[src/rtl/projectile_scheduler_pkg.sv]
// Shared constants and types for the projectile scheduler: pool sizing,
// playfield geometry, movement speeds and the per-slot state record.
package projectile_scheduler_pkg;

   localparam int NUM_SLOTS  = 4;
   localparam int NUM_MONS   = 5;
   localparam int COORD_W    = 10;
   localparam int TANK_SPEED = 4;
   localparam int MONS_SPEED = 2;
   localparam int Y_TOP      = 35;
   localparam int Y_BOTTOM   = 515;
   localparam int X_LEFT     = 144;
   localparam int X_RIGHT    = 784;

   // Spawn offsets: tank shots appear above the tank, monster shots below the monster
   localparam int TANK_SPAWN_DY = 6;
   localparam int MONS_SPAWN_DY = 4;

   localparam int MONS_IDX_W = $clog2(NUM_MONS);

   typedef logic [COORD_W-1:0] coord_t;

   typedef enum logic {
      SHOT_DOWN = 1'b0,
      SHOT_UP   = 1'b1
   } shot_dir_e;

   typedef struct packed {
      logic      valid;
      shot_dir_e dir;
      coord_t    x;
      coord_t    y;
   } slot_t;

endpackage

[src/rtl/projectile_scheduler_if.sv]
// Request/grant and slot-state bundle between the game logic and the
// projectile scheduler. The requester side drives fire requests and hit
// clears; the scheduler drives slot state and grants.
interface projectile_scheduler_if;
   import projectile_scheduler_pkg::*;

   logic                          tick;
   logic                          tank_fire;
   logic [COORD_W-1:0]            tank_x;
   logic [COORD_W-1:0]            tank_y;
   logic [NUM_MONS-1:0]           mons_fire;
   logic [NUM_MONS*COORD_W-1:0]   mons_x;
   logic [NUM_MONS*COORD_W-1:0]   mons_y;
   logic [NUM_SLOTS-1:0]          hit_clear;
   logic [NUM_SLOTS-1:0]          slot_valid;
   logic [NUM_SLOTS-1:0]          slot_up;
   logic [NUM_SLOTS*COORD_W-1:0]  slot_x;
   logic [NUM_SLOTS*COORD_W-1:0]  slot_y;
   logic                          tank_grant;
   logic [NUM_MONS-1:0]           mons_grant;

   modport master (
      output tick, tank_fire, tank_x, tank_y, mons_fire, mons_x, mons_y, hit_clear,
      input  slot_valid, slot_up, slot_x, slot_y, tank_grant, mons_grant
   );

   modport slave (
      input  tick, tank_fire, tank_x, tank_y, mons_fire, mons_x, mons_y, hit_clear,
      output slot_valid, slot_up, slot_x, slot_y, tank_grant, mons_grant
   );

endinterface

[src/rtl/projectile_scheduler_rr_arbiter.sv]
// Round-robin pick over N level requests. Purely combinational: the caller
// owns the pointer register and loads next_ptr only when the grant is taken.
module rr_arbiter #(
   parameter int N  = 5,
   parameter int PW = $clog2(N)
) (
   input  logic [N-1:0]  req,
   input  logic [PW-1:0] ptr,
   output logic [N-1:0]  gnt,
   output logic [PW-1:0] next_ptr
);

   logic [PW-1:0] idx;
   logic          found;

   // Scan from ptr upward with wrap; first requester wins, pointer moves past it
   always_comb begin
      gnt      = '0;
      next_ptr = ptr;
      found    = 1'b0;
      idx      = '0;
      for (int k = 0; k < N; k++) begin
         idx = PW'((int'(ptr) + k) % N);
         if (!found && req[idx]) begin
            found    = 1'b1;
            gnt[idx] = 1'b1;
            next_ptr = PW'((int'(idx) + 1) % N);
         end
      end
   end

endmodule

[src/rtl/projectile_scheduler.sv]
// Shared projectile slot pool for the tank and the monster row. On each game
// tick live shots advance (or drop off the playfield) and at most one new
// shot is allocated into the lowest slot that was free before the edge.
// Collision hits free a slot on any edge and win over everything else.
module projectile_scheduler
   import projectile_scheduler_pkg::*;
(
   input  logic                    clk,
   input  logic                    rst,
   projectile_scheduler_if.slave   bus
);

   // Exit thresholds use one extra bit so y - speed / y + speed never wrap
   localparam logic [COORD_W:0] UP_LIMIT   = (COORD_W+1)'(Y_TOP + TANK_SPEED);
   localparam logic [COORD_W:0] DOWN_LIMIT = (COORD_W+1)'(Y_BOTTOM);
   localparam logic [COORD_W:0] MONS_STEP  = (COORD_W+1)'(MONS_SPEED);

   slot_t                 slot_q   [NUM_SLOTS];
   slot_t                 slot_nxt [NUM_SLOTS];
   slot_t                 spawn;
   logic [NUM_SLOTS-1:0]  up_live;
   logic [NUM_SLOTS-1:0]  free;
   logic [NUM_SLOTS-1:0]  taken;
   logic [NUM_SLOTS-1:0]  target;
   logic [NUM_SLOTS-1:0]  load;
   logic                  any_free;
   logic                  tank_sel;
   logic                  mons_any;
   logic [NUM_MONS-1:0]   arb_gnt;
   logic [NUM_MONS-1:0]   mons_sel;
   logic [MONS_IDX_W-1:0] rr_ptr;
   logic [MONS_IDX_W-1:0] rr_next;
   logic                  tank_grant_q;
   logic [NUM_MONS-1:0]   mons_grant_q;

   function automatic logic exits(slot_t s);
      logic [COORD_W:0] y_ext;
      y_ext = {1'b0, s.y};
      if (s.dir == SHOT_UP) return y_ext < UP_LIMIT;
      return (y_ext + MONS_STEP) > DOWN_LIMIT;
   endfunction

   function automatic coord_t step_y(slot_t s);
      if (s.dir == SHOT_UP) return s.y - coord_t'(TANK_SPEED);
      return s.y + coord_t'(MONS_SPEED);
   endfunction

   // Hit clear wins; otherwise a tick moves or retires a live shot, or loads a new one
   function automatic slot_t next_slot(slot_t cur, logic clr, logic stp, logic ld, slot_t sp);
      slot_t n;
      n = cur;
      if (clr) begin
         n.valid = 1'b0;
      end else if (stp && cur.valid) begin
         if (exits(cur)) n.valid = 1'b0;
         else            n.y     = step_y(cur);
      end else if (ld) begin
         n = sp;
      end
      return n;
   endfunction

   // Free-slot priority encoder and per-slot next state
   for (genvar i = 0; i < NUM_SLOTS; i++) begin : g_slot
      assign up_live[i] = slot_q[i].valid && (slot_q[i].dir == SHOT_UP);
      assign free[i]    = !slot_q[i].valid && !bus.hit_clear[i];
      if (i == 0) begin : g_first
         assign taken[i] = 1'b0;
      end else begin : g_rest
         assign taken[i] = taken[i-1] | free[i-1];
      end
      assign target[i]   = free[i] & ~taken[i];
      assign load[i]     = target[i] & (tank_sel | mons_any);
      assign slot_nxt[i] = next_slot(slot_q[i], bus.hit_clear[i], bus.tick, load[i], spawn);
   end

   assign any_free = |free;
   assign tank_sel = bus.tick && any_free && bus.tank_fire && !(|up_live);
   assign mons_sel = (bus.tick && any_free && !tank_sel) ? arb_gnt : '0;
   assign mons_any = |mons_sel;

   rr_arbiter #(.N(NUM_MONS), .PW(MONS_IDX_W)) u_rr (
      .req      (bus.mons_fire),
      .ptr      (rr_ptr),
      .gnt      (arb_gnt),
      .next_ptr (rr_next)
   );

   // Spawn record for whichever requester won this tick
   always_comb begin
      spawn.valid = 1'b1;
      spawn.dir   = SHOT_UP;
      spawn.x     = bus.tank_x;
      spawn.y     = bus.tank_y - coord_t'(TANK_SPAWN_DY);
      if (!tank_sel) begin
         for (int m = 0; m < NUM_MONS; m++) begin
            if (mons_sel[m]) begin
               spawn.dir = SHOT_DOWN;
               spawn.x   = bus.mons_x[m*COORD_W +: COORD_W];
               spawn.y   = bus.mons_y[m*COORD_W +: COORD_W] + coord_t'(MONS_SPAWN_DY);
            end
         end
      end
   end

   // Slot pool, grant pulses and round-robin pointer; reset wipes everything at once
   always_ff @(posedge clk or posedge rst) begin
      if (rst) begin
         for (int i = 0; i < NUM_SLOTS; i++) slot_q[i] <= '0;
         tank_grant_q <= 1'b0;
         mons_grant_q <= '0;
         rr_ptr       <= '0;
      end else begin
         for (int i = 0; i < NUM_SLOTS; i++) slot_q[i] <= slot_nxt[i];
         tank_grant_q <= tank_sel;
         mons_grant_q <= mons_sel;
         if (mons_any) rr_ptr <= rr_next;
      end
   end

   // Flatten registered slot state onto the packed output buses
   always_comb begin
      bus.slot_valid = '0;
      bus.slot_up    = '0;
      bus.slot_x     = '0;
      bus.slot_y     = '0;
      for (int i = 0; i < NUM_SLOTS; i++) begin
         bus.slot_valid[i]                 = slot_q[i].valid;
         bus.slot_up[i]                    = (slot_q[i].dir == SHOT_UP);
         bus.slot_x[i*COORD_W +: COORD_W]  = slot_q[i].x;
         bus.slot_y[i*COORD_W +: COORD_W]  = slot_q[i].y;
      end
   end

   assign bus.tank_grant = tank_grant_q;
   assign bus.mons_grant = mons_grant_q;

endmodule
[src/flat_wrapper.sv]
// flat-port wrapper written by rule: the top's interface ports become plain ports
module projectile_scheduler_flat import projectile_scheduler_pkg::*;
  (clk, rst, bus_tick, bus_tank_fire, bus_tank_x, bus_tank_y, bus_mons_fire, bus_mons_x, bus_mons_y, bus_hit_clear, bus_slot_valid, bus_slot_up, bus_slot_x, bus_slot_y, bus_tank_grant, bus_mons_grant);
  projectile_scheduler_if bus_i ();
  input  logic clk;
  input  logic rst;
  input wire logic [$bits(bus_i.tick)-1:0] bus_tick;
  input wire logic [$bits(bus_i.tank_fire)-1:0] bus_tank_fire;
  input wire logic [$bits(bus_i.tank_x)-1:0] bus_tank_x;
  input wire logic [$bits(bus_i.tank_y)-1:0] bus_tank_y;
  input wire logic [$bits(bus_i.mons_fire)-1:0] bus_mons_fire;
  input wire logic [$bits(bus_i.mons_x)-1:0] bus_mons_x;
  input wire logic [$bits(bus_i.mons_y)-1:0] bus_mons_y;
  input wire logic [$bits(bus_i.hit_clear)-1:0] bus_hit_clear;
  output wire logic [$bits(bus_i.slot_valid)-1:0] bus_slot_valid;
  output wire logic [$bits(bus_i.slot_up)-1:0] bus_slot_up;
  output wire logic [$bits(bus_i.slot_x)-1:0] bus_slot_x;
  output wire logic [$bits(bus_i.slot_y)-1:0] bus_slot_y;
  output wire logic [$bits(bus_i.tank_grant)-1:0] bus_tank_grant;
  output wire logic [$bits(bus_i.mons_grant)-1:0] bus_mons_grant;
  assign bus_i.tick = bus_tick;
  assign bus_i.tank_fire = bus_tank_fire;
  assign bus_i.tank_x = bus_tank_x;
  assign bus_i.tank_y = bus_tank_y;
  assign bus_i.mons_fire = bus_mons_fire;
  assign bus_i.mons_x = bus_mons_x;
  assign bus_i.mons_y = bus_mons_y;
  assign bus_i.hit_clear = bus_hit_clear;
  assign bus_slot_valid = bus_i.slot_valid;
  assign bus_slot_up = bus_i.slot_up;
  assign bus_slot_x = bus_i.slot_x;
  assign bus_slot_y = bus_i.slot_y;
  assign bus_tank_grant = bus_i.tank_grant;
  assign bus_mons_grant = bus_i.mons_grant;
  projectile_scheduler u_core (.clk(clk), .rst(rst), .bus(bus_i));
endmodule
[config.mk]
export PLATFORM = sky130hd
export DESIGN_NAME = projectile_scheduler_flat
export DESIGN_NICKNAME = d
export VERILOG_FILES = /design/src/rtl/projectile_scheduler_pkg.sv /design/src/rtl/projectile_scheduler_if.sv /design/src/rtl/projectile_scheduler_rr_arbiter.sv /design/src/rtl/projectile_scheduler.sv /design/src/flat_wrapper.sv
export SDC_FILE = /design/constraint.sdc
export NUM_CORES = 1
export LEC_CHECK = 0
export CAP_MARGIN = 20
export CORE_MARGIN = 2
export CORE_UTILIZATION = 25
export CTS_CLUSTER_SIZE = 28
export DETAILED_ROUTE_END_ITERATION = 6
export HOLD_SLACK_MARGIN = 0.12
export PLACE_DENSITY = 0.57
export SETUP_SLACK_MARGIN = 0.3
export SLEW_MARGIN = 20
export SYNTH_ARGS = -nofsm -noshare
export SYNTH_HDL_FRONTEND = slang
export SYNTH_SLANG_ARGS = --single-unit
[constraint.sdc]
create_clock -name clk -period 7.9 [get_ports clk]
set_input_delay 1.975 -clock clk [delete_from_list [all_inputs] [get_ports clk]]
set_output_delay 1.975 -clock clk [all_outputs]
set_load 0.1 [all_outputs]
==> summary.txt, run 1 <==
status = finished clean
Hold Fails Final Rpt = 0
I/O Pins = 227
clock latency on the worst-skew pair = 0.36 ns
Tmin final = 6.95 ns
Worst path max stage delay = 0.54 ns
DP Area = 12600 µm²
Async SR Flop Fraction = 100%
RSZ-0062 raised after global routing = false
top cells by area, synth = dfrtp_1 (25%), o21ai_0 (6.7%), ha_1 (6.4%)
synth cell count leaders = o21ai_0 (132), nand2_1 (120), nor2_1 (102)
Num CTS Buffers = 9
setup violators final = 0
H-tree Lvls = 3
FF-to-FF setup slack = 0.95 ns
CTS Sinks = 97
Final TNS setup = 0 ns
Die Area = 40800 µm²
top-count cell post-synth = o21ai_0
critical path class = register to register
area occupied by registers = 2430 µm²
Clock Skew = 0.0149 ns
top_reg_cell synth = dfrtp_1
global-route wire length before repair = 58900 µm
Final nets = 1672
Detail Route Antenna Nets = 0
synthesized cell area = 9790 µm²
reg2reg start = u_core.rr_ptr[1]$_DFFE_PP0P_
syn avg cell area = 7.50 µm²
final hold slack = 0.483 ns
Synth area leader = dfrtp_1
core area = 38600 µm²
Via density = 5.42
worst min path class = register to register
Final GP Congestion = 0.959
largest net degree at the start of global routing = 79
Slew headroom = 23.0%
# port buffers = 226
TritonCTS clock tree = done
Synth top area share = 24.8%
Rows = 72
layout cells sized above 1 = 7.36%
Iter 0 DRT Violations = 873
post-route insts no fill = 2012
Hold Path Origin = u_core.bus.slot_x[31]$_DFFE_PP0P_
routed len/inst = 19.0 µm
WP data required = 8.17 ns
post-route cell area = 12900 µm²
Clock Tree Root = clkbuf_16
Max Slew Vio Count = 0
antenna violations before repair = 1
crit share post-route = 88.0%
Yosys cell types = 92
crit path max fanout = 10
Die X = 202 µm
Data arrival, critical path = 7.22 ns
R2R Path End = u_core.rr_ptr[0]$_DFFE_PP0P_
Synth Instances = 1306
post-synthesis register bit count = 97
# fillers = 4067
First-pass DRT Iterations = 7
gr ovfl total = 0
via count = 10900
Seq/Total Area, Yosys = 24.8%
Hold EP = u_core.bus.slot_x[31]$_DFFE_PP0P_
vias in the first global route = 10100
Tot GR Track Use = 18.1%
dpl cells = 1996
Initial Util = 25.3%
worst slew pin tran = 1.15 ns
Hold Path Stages = 2
Clock transition at path regs = 0.07 ns
Layout area overhead = 31.5%
Yosys warning total = 0
multi-input logic area = 6750 µm²
DR DRC count = 0
Post-synth EDFFs = 0
Max Freq = 0.144 GHz
DRT Wirelength = 38300 µm
most used cell, CP = ha_1
nature of the critical path startpoint = register
Mapped Nets = 1489
Final HPWL DP = 30300 µm
CTS max path bufs = 2
Setup crit end kind = register
crit path max-delay cell type = or4_4
number of diodes = 0
max cap viols = 0
Worst R2R Path Depth = 29
die height = 202 µm
[registers in the layout, summed over array words and instances, names as in the netlist]
| signal | count |
|---|---|
| u_core.bus.slot_y | 40 |
| u_core.bus.slot_x | 40 |
| u_core.bus.tank_grant | 1 |
| u_core.bus.slot_up | 4 |
| u_core.bus.mons_grant | 5 |
| u_core.rr_ptr | 3 |
| u_core.bus.slot_valid | 4 |
[layout make-up]
class	instances	area share (%)
multi-input cells	1058	52.4
repair buffers	256	19.3
flip-flops and latches	97	18.9
well taps	518	5.03
inverters	67	1.97
clock buffers	9	1.75
clock inverters	7	0.632
[what timing repair did]
item / in CTS / in global routing
setup buffers: 0 / 0
hold buffers: 0 / 0
endpoints found under the setup margin: 0 / 1
hold endpoints to repair: 0 / 0
gates resized for setup: 0 / 1
[critical path: cells and delay by family (launching register included)]
family,cells,cell delay [ns]
xor+xnor,1,0.23
compound gates,6,1.22
buf+inv,5,0.71
fa+ha+maj,7,1.92
flops,1,0.38
simple gates,10,2.38
[layer usage]
metal / global-route usage, % / wire, µm
met5: 0 / 18
met4: 4.62 / 744
met3: 2.68 / 2430
met2: 28.4 / 17300
met1: 25.9 / 17800
[layout by cell type, fill, tap and decap left out, drive strengths merged, types with 11 or more instances in the layout]
cell / count
a211oi: 11
a21o: 13
a21oi: 67
a31oi: 39
and2: 11
and3: 11
buf: 30
clkdlybuf4s50: 226
dfrtp: 97
ha: 50
inv: 71
mux2i: 14
nand2: 120
nand2b: 16
nand3: 76
nor2: 102
nor3: 62
nor4: 14
o211ai: 15
o21ai: 139
o221ai: 16
o22ai: 23
o31ai: 14
or2: 15
or3: 14
xnor2: 24
xor2: 24
[logic make-up after synthesis]
group	Yosys count	synth area share, %
and+or+nand+nor	495	25.3
AOI/OAI and AO/OA	446	30.5
buffers and inverters	151	6.69
DFF	97	24.8
adders and majority gates	50	6.39
xor gates and xnor gates	48	4.37
muxes	19	2.01
[how the worst max path moves through the flow]
stage / from / to / slack, ns / depth (start not counted)
after CTS: u_core.rr_ptr[1]$_DFFE_PP0P_ / u_core.rr_ptr[0]$_DFFE_PP0P_ / 0.91 / 29
final: u_core.rr_ptr[1]$_DFFE_PP0P_ / u_core.rr_ptr[0]$_DFFE_PP0P_ / 0.95 / 29
after floorplan: u_core.rr_ptr[0]$_DFFE_PP0P_ / u_core.rr_ptr[0]$_DFFE_PP0P_ / 1.31 / 33
after detailed placement: bus_mons_fire[1] / u_core.rr_ptr[0]$_DFFE_PP0P_ / 0.78 / 20
after global placement: bus_mons_fire[1] / u_core.rr_ptr[0]$_DFFE_PP0P_ / 0.92 / 20
after global routing: u_core.rr_ptr[1]$_DFFE_PP0P_ / u_core.rr_ptr[0]$_DFFE_PP0P_ / 0.41 / 29
[through the flow]
step	util, %	setup WS (ns)
after global routing	33.3	0.409
after CTS	33.3	0.906
after global placement	32.5	0.924
after detailed placement	32.5	0.780
final	33.3	0.950
after floorplan	-	1.31
Power of run 1 is not shown: default switching activity piles up to over one toggle a cycle in this logic, so the estimate is an artifact.
==> inputs of run 2 (changes only) <==
--- a/config.mk
+++ b/config.mk
@@ -6,12 +6,14 @@
 export NUM_CORES = 1
 export LEC_CHECK = 0
 export CAP_MARGIN = 20
+export CELL_PAD_IN_SITES_DETAIL_PLACEMENT = 0
+export CELL_PAD_IN_SITES_GLOBAL_PLACEMENT = 2
 export CORE_MARGIN = 2
 export CORE_UTILIZATION = 25
 export CTS_CLUSTER_SIZE = 28
 export DETAILED_ROUTE_END_ITERATION = 6
 export HOLD_SLACK_MARGIN = 0.12
-export PLACE_DENSITY = 0.57
+export PLACE_DENSITY = 0.83
 export SETUP_SLACK_MARGIN = 0.3
 export SLEW_MARGIN = 20
 export SYNTH_ARGS = -nofsm -noshare
==> run 2 against run 1 <==
Effect of this change: cell count down 0.15%; non-clock buffer count fell by 3; register-to-register slack worse by 0.11 ns; count of clock-buffer cells in the layout stayed put; via count shrank 0.87%; worst setup slack worse by 0.11 ns; flip-flop and latch count stayed put; critical path depth up 1; sequential share of layout area is essentially flat; wire length rose by 2.5%.
==> summary.txt, run 2 (same netlist as run 1, synthesis figures left out) <==
Hold Fails Final Rpt = 0 (unchanged)
Critical path buffers and inverters = 6 (was 5)
crit path max fanout = 12 (was 10)
Clock transition at path regs = 0.07 ns (about the same)
Tmin final = 7.06 ns (was 6.95 ns)
Tot GR Track Use = 18.7% (was 18.1%)
most used cell, CP = ha_1 (unchanged)
core area = 38600 µm² (unchanged)
crit share post-route = 89.4% (was 88.0%)
worst slew pin tran = 1.06 ns (was 1.15 ns)
CTS Sinks = 97 (unchanged)
nature of the critical path startpoint = register (unchanged)
crit-path leading delay family = simple AND/OR/NAND/NOR gates (unchanged)
Final TNS setup = 0 ns (unchanged)
global-route wire length before repair = 60900 µm (was 58900 µm)
Max Freq = 0.142 GHz (was 0.144 GHz)
Via density = 5.38 (was 5.42)
largest net degree at the start of global routing = 56 (was 79)
most common cell after layout, fill and taps aside = clkdlybuf4s50_1 (unchanged)
multi-input logic area = 6760 µm² (was 6750 µm²)
Initial Util = 25.3% (unchanged)
Worst path max stage delay = 0.53 ns (was 0.54 ns)
setup violators final = 0 (unchanged)
Final nets = 1669 (was 1672)
Die X = 202 µm (unchanged)
WP data required = 8.17 ns (about the same)
Detail Route Antenna Nets = 0 (unchanged)
die height = 202 µm (unchanged)
Iter 0 DRT Violations = 758 (was 873)
TritonCTS clock tree = done (unchanged)
Rows = 72 (unchanged)
clock latency on the worst-skew pair = 0.36 ns (about the same)
max cap viols = 0 (unchanged)
# port buffers = 226 (unchanged)
antenna violations before repair = 0 (was 1)
crit path max-delay cell type = or4_4 (unchanged)
First-pass DRT Iterations = 6 (was 7)
area occupied by registers = 2430 µm² (about the same)
Max Slew Vio Count = 0 (unchanged)
CTS max path bufs = 2 (unchanged)
DRT Wirelength = 39300 µm (was 38300 µm)
commonest non-fill, non-tap cells in the layout = clkdlybuf4s50_1 (226), o21ai_0 (131), nand2_1 (120) (unchanged)
Hold Buf Count CTS = 0 (unchanged)
Die Area = 40800 µm² (unchanged)
Layout area overhead = 31.2% (was 31.5%)
Final HPWL DP = 31000 µm (was 30300 µm)
H-tree Lvls = 3 (unchanged)
via count = 10800 (was 10900)
DR DRC count = 0 (unchanged)
# fillers = 4098 (was 4067)
number of diodes = 0 (unchanged)
gr ovfl total = 0 (unchanged)
layout cells sized above 1 = 7.38% (was 7.36%)
Final GP Congestion = 0.880 (was 0.959)
routed len/inst = 19.5 µm (was 19.0 µm)
Clock Tree Root = clkbuf_16 (unchanged)
status = finished clean (unchanged)
I/O Pins = 227 (unchanged)
Slew headroom = 29.0% (was 23.0%)
Setup crit end kind = register (unchanged)
Num CTS Buffers = 9 (unchanged)
Post-CTS Setup Bufs = 0 (unchanged)
Clock Skew = 0.0162 ns (was 0.0149 ns)
worst min path class = register to register (unchanged)
RSZ-0062 raised after global routing = false (unchanged)
vias in the first global route = 10300 (was 10100)
critical path class = register to register (unchanged)
Data arrival, critical path = 7.33 ns (was 7.22 ns)
==> run 2: path summary, 6_finish.rpt <==
kind	start	to	slack, ns	depth (start not counted)
setup / recovery	u_core.rr_ptr[1]$_DFFE_PP0P_	u_core.rr_ptr[0]$_DFFE_PP0P_	0.84	30
hold / removal	u_core.bus.slot_x[21]$_DFFE_PP0P_	u_core.bus.slot_x[21]$_DFFE_PP0P_	0.48	2
setup reg to reg	u_core.rr_ptr[1]$_DFFE_PP0P_	u_core.rr_ptr[0]$_DFFE_PP0P_	0.84	30
hold reg to reg	u_core.bus.slot_x[21]$_DFFE_PP0P_	u_core.bus.slot_x[21]$_DFFE_PP0P_	0.48	2
max in group asynchronous	rst	u_core.bus.slot_valid[1]$_DFFE_PP0P_	4.69	3
min in group asynchronous	rst	u_core.bus.slot_x[24]$_DFFE_PP0P_	2.05	2
==> run 2: worst register-to-register path, delay by kind of cell, from the launching register on <==
kind	cells	cell delay, ns
AO/OA/AOI/OAI	6	1.22
XOR/XNOR	1	0.26
adder cells (fa/ha/maj)	7	1.78
buffers and inverters	6	0.86
flip-flops	1	0.50
AND/OR/NAND/NOR	10	2.35
==> run 2: area by class of cell <==
type | instances | share of cell area (%)
Clock buffer | 9 | 1.75
Multi-Input combinational cell | 1058 | 52.6
Sequential cell | 97 | 18.9
Inverter | 67 | 1.98
Timing Repair Buffer | 253 | 19.2
Tap cell | 518 | 5.04
Clock inverter | 7 | 0.574
==> run 2: through the flow <==
| stage | hold slack (ns) | setup WS (ns) | instances | instance area (µm²) | utilization [%] |
|---|---|---|---|---|---|
| final | 0.483 | 0.840 | 2009 | 12900 | 33.3 |
| after floorplan | 0.908 | 1.31 | 1306 | 9790 | - |
| after global placement | 0.463 | 0.978 | 1993 | 12500 | 32.5 |
| after detailed placement | 0.470 | 0.859 | 1993 | 12500 | 32.5 |
| after global routing | 0.516 | 0.299 | 2009 | 12900 | 33.3 |
| after CTS | 0.489 | 0.822 | 2009 | 12800 | 33.2 |
==> run 2: repair_timing <==
action / 4_1_cts / 5_1_grt
resized for setup: 0 / 3
endpoints found under the hold margin: 0 / 0
setup endpoints to repair: 0 / 2
==> run 2: layer usage <==
metal  vias up  part of all wire, %  track usage, %  routed length [µm]
met5         -                    0               0                   0
met4         0                  1.8            4.25                 718
met3        44                  5.1            2.31                2010
met2       346                   46            30.0               18100
met1      5162                   47            26.6               18400
li1       5256                    -               -                   -
Power of run 2 is left out for the same reason.
